File: src/rtl/llc_set_table.sv
// llc_set_table
// Tracks LLC sets that are in flight between lookup and update. A request
// allocates a slot on entry (add_valid && add_ready); the slot index
// (add_ptr) travels with the request and is released later by the update
// stage via remove_set_from_table / table_pointer_to_remove. A second
// request to a set that is already in flight is held off (add_ready=0).
//
// Ports:
//   clk, rst                 clock, synchronous active-low reset
//   add_valid, add_set       incoming request and its set index
//   add_ready, add_ptr       slot free and no set conflict / slot to allocate
//   lookup_set, lookup_hit   independent probe of the in-flight sets
//   remove_set_from_table,
//   table_pointer_to_remove  free one slot
//   count, full, empty       occupancy
//   remove_err               sticky: a remove hit an already-free slot
//
// ENTRIES must equal 2**PTR_W so every pointer value names a real slot.

`ifndef LLC_SET_BITS
`define LLC_SET_BITS 10
`endif

// One table slot: a valid bit plus the stored set, with the two compare
// ports the top needs (conflict check against add_set, probe against
// lookup_set).
module llc_set_entry #(
   parameter int SET_W = `LLC_SET_BITS
) (
   input  logic             clk,
   input  logic             rst,
   input  logic             alloc,
   input  logic             free,
   input  logic [SET_W-1:0] add_set,
   input  logic [SET_W-1:0] lookup_set,
   output logic             valid,
   output logic             add_match,
   output logic             lookup_match
);

   logic [SET_W-1:0] set_q;

   // alloc and free are never both set: alloc targets only a free slot and
   // free only an occupied one.
   always_ff @(posedge clk) begin
      if (!rst)
         valid <= 1'b0;
      else if (alloc)
         valid <= 1'b1;
      else if (free)
         valid <= 1'b0;
   end

   // Set payload is only meaningful while valid, so it needs no reset.
   always_ff @(posedge clk) begin
      if (alloc)
         set_q <= add_set;
   end

   assign add_match    = valid && (set_q == add_set);
   assign lookup_match = valid && (set_q == lookup_set);

endmodule

module llc_set_table #(
   parameter int ENTRIES = 8,
   parameter int PTR_W   = 3,
   parameter int SET_W   = `LLC_SET_BITS
) (
   input  logic             clk,
   input  logic             rst,
   input  logic             add_valid,
   input  logic [SET_W-1:0] add_set,
   output logic             add_ready,
   output logic [PTR_W-1:0] add_ptr,
   input  logic [SET_W-1:0] lookup_set,
   output logic             lookup_hit,
   input  logic             remove_set_from_table,
   input  logic [PTR_W-1:0] table_pointer_to_remove,
   output logic [PTR_W:0]   count,
   output logic             full,
   output logic             empty,
   output logic             remove_err
);

   logic [ENTRIES-1:0] valid;
   logic [ENTRIES-1:0] add_match;
   logic [ENTRIES-1:0] lookup_match;
   logic [ENTRIES-1:0] alloc_en;
   logic [ENTRIES-1:0] free_en;

   logic add_conflict;
   logic add_fire;
   logic remove_hit_valid;
   logic remove_fire;

   genvar g;
   generate
      for (g = 0; g < ENTRIES; g++) begin : g_entry
         assign alloc_en[g] = add_fire && (add_ptr == PTR_W'(g));
         assign free_en[g]  = remove_fire && (table_pointer_to_remove == PTR_W'(g));

         llc_set_entry #(.SET_W(SET_W)) u_entry (
            .clk          (clk),
            .rst          (rst),
            .alloc        (alloc_en[g]),
            .free         (free_en[g]),
            .add_set      (add_set),
            .lookup_set   (lookup_set),
            .valid        (valid[g]),
            .add_match    (add_match[g]),
            .lookup_match (lookup_match[g])
         );
      end
   endgenerate

   // Lowest free slot from registered valid bits. Scanning downward lets the
   // lowest index win; when no slot is free the default 0 is left in place.
   always_comb begin
      add_ptr = '0;
      for (int i = ENTRIES - 1; i >= 0; i--) begin
         if (!valid[i])
            add_ptr = PTR_W'(i);
      end
   end

   assign full  = (count == (PTR_W+1)'(ENTRIES));
   assign empty = (count == '0);

   // Conflict uses registered state only, so a set being removed this cycle
   // still blocks a new add of the same set until the next cycle.
   assign add_conflict = |add_match;
   assign add_ready    = !full && !add_conflict && rst;
   assign add_fire     = add_valid && add_ready;
   assign lookup_hit   = |lookup_match;

   assign remove_hit_valid = valid[table_pointer_to_remove];
   assign remove_fire      = remove_set_from_table && remove_hit_valid;

   // add_fire implies a free slot and remove_fire an occupied one, so the
   // sum stays within 0..ENTRIES.
   always_ff @(posedge clk) begin
      if (!rst)
         count <= '0;
      else
         count <= count + (PTR_W+1)'(add_fire) - (PTR_W+1)'(remove_fire);
   end

   always_ff @(posedge clk) begin
      if (!rst)
         remove_err <= 1'b0;
      else if (remove_set_from_table && !remove_hit_valid)
         remove_err <= 1'b1;
   end

endmodule

File: config.mk
export PLATFORM = sky130hd
export DESIGN_NAME = llc_set_table
export DESIGN_NICKNAME = d
export VERILOG_FILES = /design/src/rtl/llc_set_table.sv
export SDC_FILE = /design/constraint.sdc
export NUM_CORES = 1
export LEC_CHECK = 0
export ABC_AREA = 1
export CAP_MARGIN = 0
export CORE_UTILIZATION = 60
export DETAILED_ROUTE_END_ITERATION = 7
export GPL_ROUTABILITY_DRIVEN = 0
export PLACE_DENSITY = 0.78
export SETUP_SLACK_MARGIN = 0.5
export SKIP_LAST_GASP = 1
export SLEW_MARGIN = 20
export SYNTH_ARGS = -nofsm -noshare
export SYNTH_HDL_FRONTEND = slang
export SYNTH_SLANG_ARGS = --single-unit
File: constraint.sdc
create_clock -name clk -period 6.1 [get_ports clk]
set_input_delay 1.22 -clock clk [delete_from_list [all_inputs] [get_ports clk]]
set_output_delay 1.22 -clock clk [all_outputs]
set_load 0.05 [all_outputs]
# Word-level counts from Yosys, hierarchy flattened
# Cells that the tools add are included.
# word_totals
register_bits	93
latchBits	0
mem_bits_rw	0
mem_bits_ro	0
inputBits	27
wordCells	131
memories	0
# classes
add_sub_neg	2
multipliers	0
div_mod_pow	0
n_lt_le_gt_ge	1
n_eq_ne	31
shift	0
n_mux	26
bitwise_logic	0
reduce_logical	53
# ops
operator	n
== test 10 bit	16
logical AND 1 bit	37
== test 3 bit (second input constant)	8
two-way mux 3 bit	8
two-way mux 1 bit	17
nonzero test 2 bit	8
OR reduction 8 bit	2
== test 3 x 2 -> 1 bit (second input constant)	4
== test 3 x 1 -> 1 bit (second input constant)	2
zero test 3 bit	2
adder 4 x 1 -> 4 bit	1
== test 4 bit (second input constant)	1
zero test 4 bit	1
< comparator 3 x 4 -> 1 bit (second input constant)	1
subtractor 4 x 1 -> 4 bit	1
binary-select mux 1 bit (select 3 bit)	1
zero test 1 bit	3

# Longest topological paths before layout
# depth
depth_word	11
ltp_mapped	21
depth_no_buf	20

# Hierarchy
# Synthesis repeated with hierarchy kept, for this count alone.
# hier_totals
hier_cells	949
area_unflattened_um2	6416.2
# by_module_without_submodules
mod	instances	cells_each	area_each_um2	seq_area_each_um2
llc_set_entry	8	104	718.2	320.3
llc_set_table	1	117	670.6	100.1

# Worst setup path before layout
# Ideal clock, no wire load.
# synth_path
kind	input-to-output
from	input port lookup_set[6]
to	output port lookup_hit
arrival_ns	2.544
setup_slack_ns	2.336
cell_stages	7
n_path_buf	1
cell_sequence	clkbuf_1 inv_1 a2111oi_0 nand3_1 nand2_1 nor2_1 nand2_1
# synth_between
elab_chain_cells	3
# synth_lines
element	line_no	text
start: declaration	76	input logic [SET_W-1:0] lookup_set,
== test 10 bit	61	assign lookup_match = valid && (set_q == lookup_set);
logical AND 1 bit	61	
OR reduction 8 bit (*)	135	assign lookup_hit = |lookup_match;
end: declaration	77	output logic lookup_hit,
# Mark *: on every way between the ends. The rest lies on a longest branch, timed or not.

# Worst setup path after layout
# layout_path
from	input port lookup_set[3]
to	output port lookup_hit
# The elaborated chain is that of the path after synthesis.

==> summary.txt <==
STA
  • Final setup violating endpoints: 0
  • Fmax: about 190 MHz
  • Least-Margin Pin Slew: approximately 0.84 ns
  • Final Hold Fails: 0
  • Fin Clk Skew: 0.0143 ns
  • Final min period: between 5 and 6 ns
  • RSZ-0062 raised after global routing: false
  • Final Cycle Share: 86.4%
  • Hold Slack: 0.500 ns
  • Fin. max-slew vios: 0
  • TNS Setup: 0 ns
  • Slew Limit Headroom: 43.6%

Final layout
  • # fillers: 759
  • Final core occ: 68.6%
  • Register area: 0.00266 mm2
  • Antenna Cells: 0
  • Area occupied by multi-input gates: 0.00247 mm2
  • # nets final: 786
  • Share of layout cells above drive strength 1: 4.36%
  • Layout area overhead: 11.5%

Clocking
  • Clock slew at reported path FFs: ~0.090 ns
  • Hold Buf Count CTS: 0
  • Post_cts resized: 0
  • CTS buffer count: 9
  • CTS tree: built
  • Clock tree buffer depth: 2
  • CTS HTree Levels: 3
  • Post-CTS Setup Inserts: 0
  • Root Driver: clkbuf_8
  • Clk Latency, worst-skew pair: 0.37 ns
  • Clock Sinks: 93

Global routing
  • GRT Overall Usage: 34.0%
  • Total grt overflow: 0
  • Initial antenna violation count: 0
  • Global-route wire length before repair: 25.2 mm
  • Largest net degree at the start of global routing: 22
  • Vias in the first global route: 4910

Pwr
  • Static leakage: 2.73 nW
  • Overall power: 0.00145 W
  • Worst VDD drop: 0.201 mV
  • Power density over the cells: approximately 230 mW/mm2

Logic synthesis
  • Synth top cells by count: nand2_1 (227), inv_1 (105), edfxtp_1 (80), nor2_1 (65), o22ai_1 (28)
  • Yosys reg bits: 93
  • Ys async rst share: 0%
  • Syn nets: 752
  • EDFF count, synth: 80
  • Post-synth top area share: 42.4%
  • Post-Syn Area: 0.00566 mm2
  • Synth Instances: 718
  • Sequential-to-total area share from yosys stat: 47.0%
  • Ranking of synthesized cells by area: edfxtp_1 (42%), nand2_1 (15%), inv_1 (7.0%)
  • Top_reg_cell synth: edfxtp_1
  • Yosys cell types: 39
  • Top-count cell post-synth: nand2_1
  • Mean Syn Cell Area: 7.89 um2
  • Cell taking the most area after synthesis: edfxtp_1
  • Ys Warns: 0

Worst setup path
  • Flop2flop setup slack: 3.35 ns
  • R2R cell count: 19
  • Worst Setup End Kind: output pin
  • Crit-path max FO: 9
  • Critical path type: input port to output pin
  • Setup crit start kind: input port
  • Worst R2R Start: g_entry[5].u_entry.set_q[0]$_DFFE_PP_
  • CP arrival: between 4 and 5 ns
  • Worst EP required: 4.88 ns
  • Reg-to-reg critical path endpoint: count[2]$_SDFF_PN0_

Detailed routing
  • Via density: about 6.0
  • WL per Instance: approximately 18 um
  • DR pass1 iterations: 8
  • Initial DRC Count: around 630
  • Vias: 5210
  • DR DRC count: 1
  • Routed Antenna Nets: 0
  • Routed wire length: 16.0 mm

Floorplan
  • Rows: 35
  • Starting Density: 61.6%
  • Core Region: 0.00920 mm2
  • I/O pin count: 39
  • Height of the chip: 99.2 um
  • Die X: 99.2 um
  • DIE AREA: 0.00983 mm2

Run status
  • Failing checks: DRC
  • Status: finished with violations

Run
  • Max Cap Viol: 0

Placement
  • DP Wirelength: 11.8 mm
  • Buffers on Ports: 38

Min path
  • Hold wc startpoint: remove_err$_SDFFE_PN0P_
  • Worst hold-check path type: flip-flop to flip-flop
  • WHS Endpoint: remove_err$_SDFFE_PN0P_
  • Hold path depth: 2
==> per-stage QoR <==
step / instance area, um2 / instances / setup WS (ns)
CTS: 6310 / 868 / 0.933
finish: 6310 / 868 / 0.829
floorplan: 5660 / 718 / 2.34
global route: 6310 / 868 / 0.679
detailed placement: 6120 / 852 / 0.944
global placement: 6120 / 852 / 0.973
==> kinds of logic after synthesis <==
kind of cell               count (synthesis)  share of synthesized area [%]
AOI/OAI and AO/OA                         92                           10.3
xor gates and xnor gates                  37                           5.72
adders and majority gates                  7                           1.68
buffers and inverters                    133                           9.30
DFF                                       93                           47.0
and+or+nand+nor                          356                           26.0
==> how the worst max path moves through the flow <==
stage                        from         end  slack [ns]  depth (start not counted)
finish              lookup_set[3]  lookup_hit        0.83                         10
global route        lookup_set[3]  lookup_hit        0.68                         10
CTS                    add_set[0]   add_ready        0.93                         12
detailed placement     add_set[8]   add_ready        0.94                         12
global placement       add_set[0]   add_ready        0.97                         12
floorplan           lookup_set[6]  lookup_hit        2.34                          7
==> per-layer routing <==
metal | up-vias | track usage [%] | wire length, um | part of all wire (%)
met2 | 313 | 54.8 | 7490 | 47
met3 | 56 | 6.89 | 1460 | 9.2
met4 | 0 | 14.8 | 581 | 3.6
li1 | 2419 | - | - | -
met1 | 2422 | 45.1 | 6420 | 40
met5 | - | 0 | 0 | 0
==> final cells by class <==
class	count	share of cell area, %
Clock buffer	12	2.64
Clock inverter	4	0.456
Inverter	113	6.72
Multi-Input combinational cell	492	39.2
Sequential cell	93	42.2
Tap cell	111	2.20
Timing Repair Buffer	43	6.62
==> worst max-delay path: stages <==
cell,delay (ns)
clkdlybuf4s50_1,0.71
clkinv_1,0.44
nand2_1,0.16
o2111ai_1,0.13
a211oi_1,0.19
nand3_1,0.12
nand2_1,0.12
nor2_1,0.07
nand2_1,0.07
clkdlybuf4s50_1,0.79
==> state kept, by name, summed over array words and instances (netlist names) <==
| signal | cells |
|---|---|
| count | 4 |
| g_entry.u_entry.set_q | 80 |
| g_entry.u_entry.valid | 8 |
| remove_err | 1 |
==> cells in the final DEF, fill, tap and decap left out, drive strengths merged, types with 13 or more instances in the layout <==
master         count
nand3             25
nor2              68
xnor2             15
xor2              22
edfxtp            80
nand2            228
dfxtp             13
a21oi             18
clkdlybuf4s50     38
o22ai             28
inv              111
o21ai             22
==> where the power goes <==
part	internal (W)	total (W)	switching, W
Clock	0.000186	0.000412	0.000226
Sequential	0.000710	0.000726	0.0000163
Combinational	0.000106	0.000316	0.000210
Total	0.00100	0.00145	0.000452
Note: power is estimated with default switching activity, not from simulation.
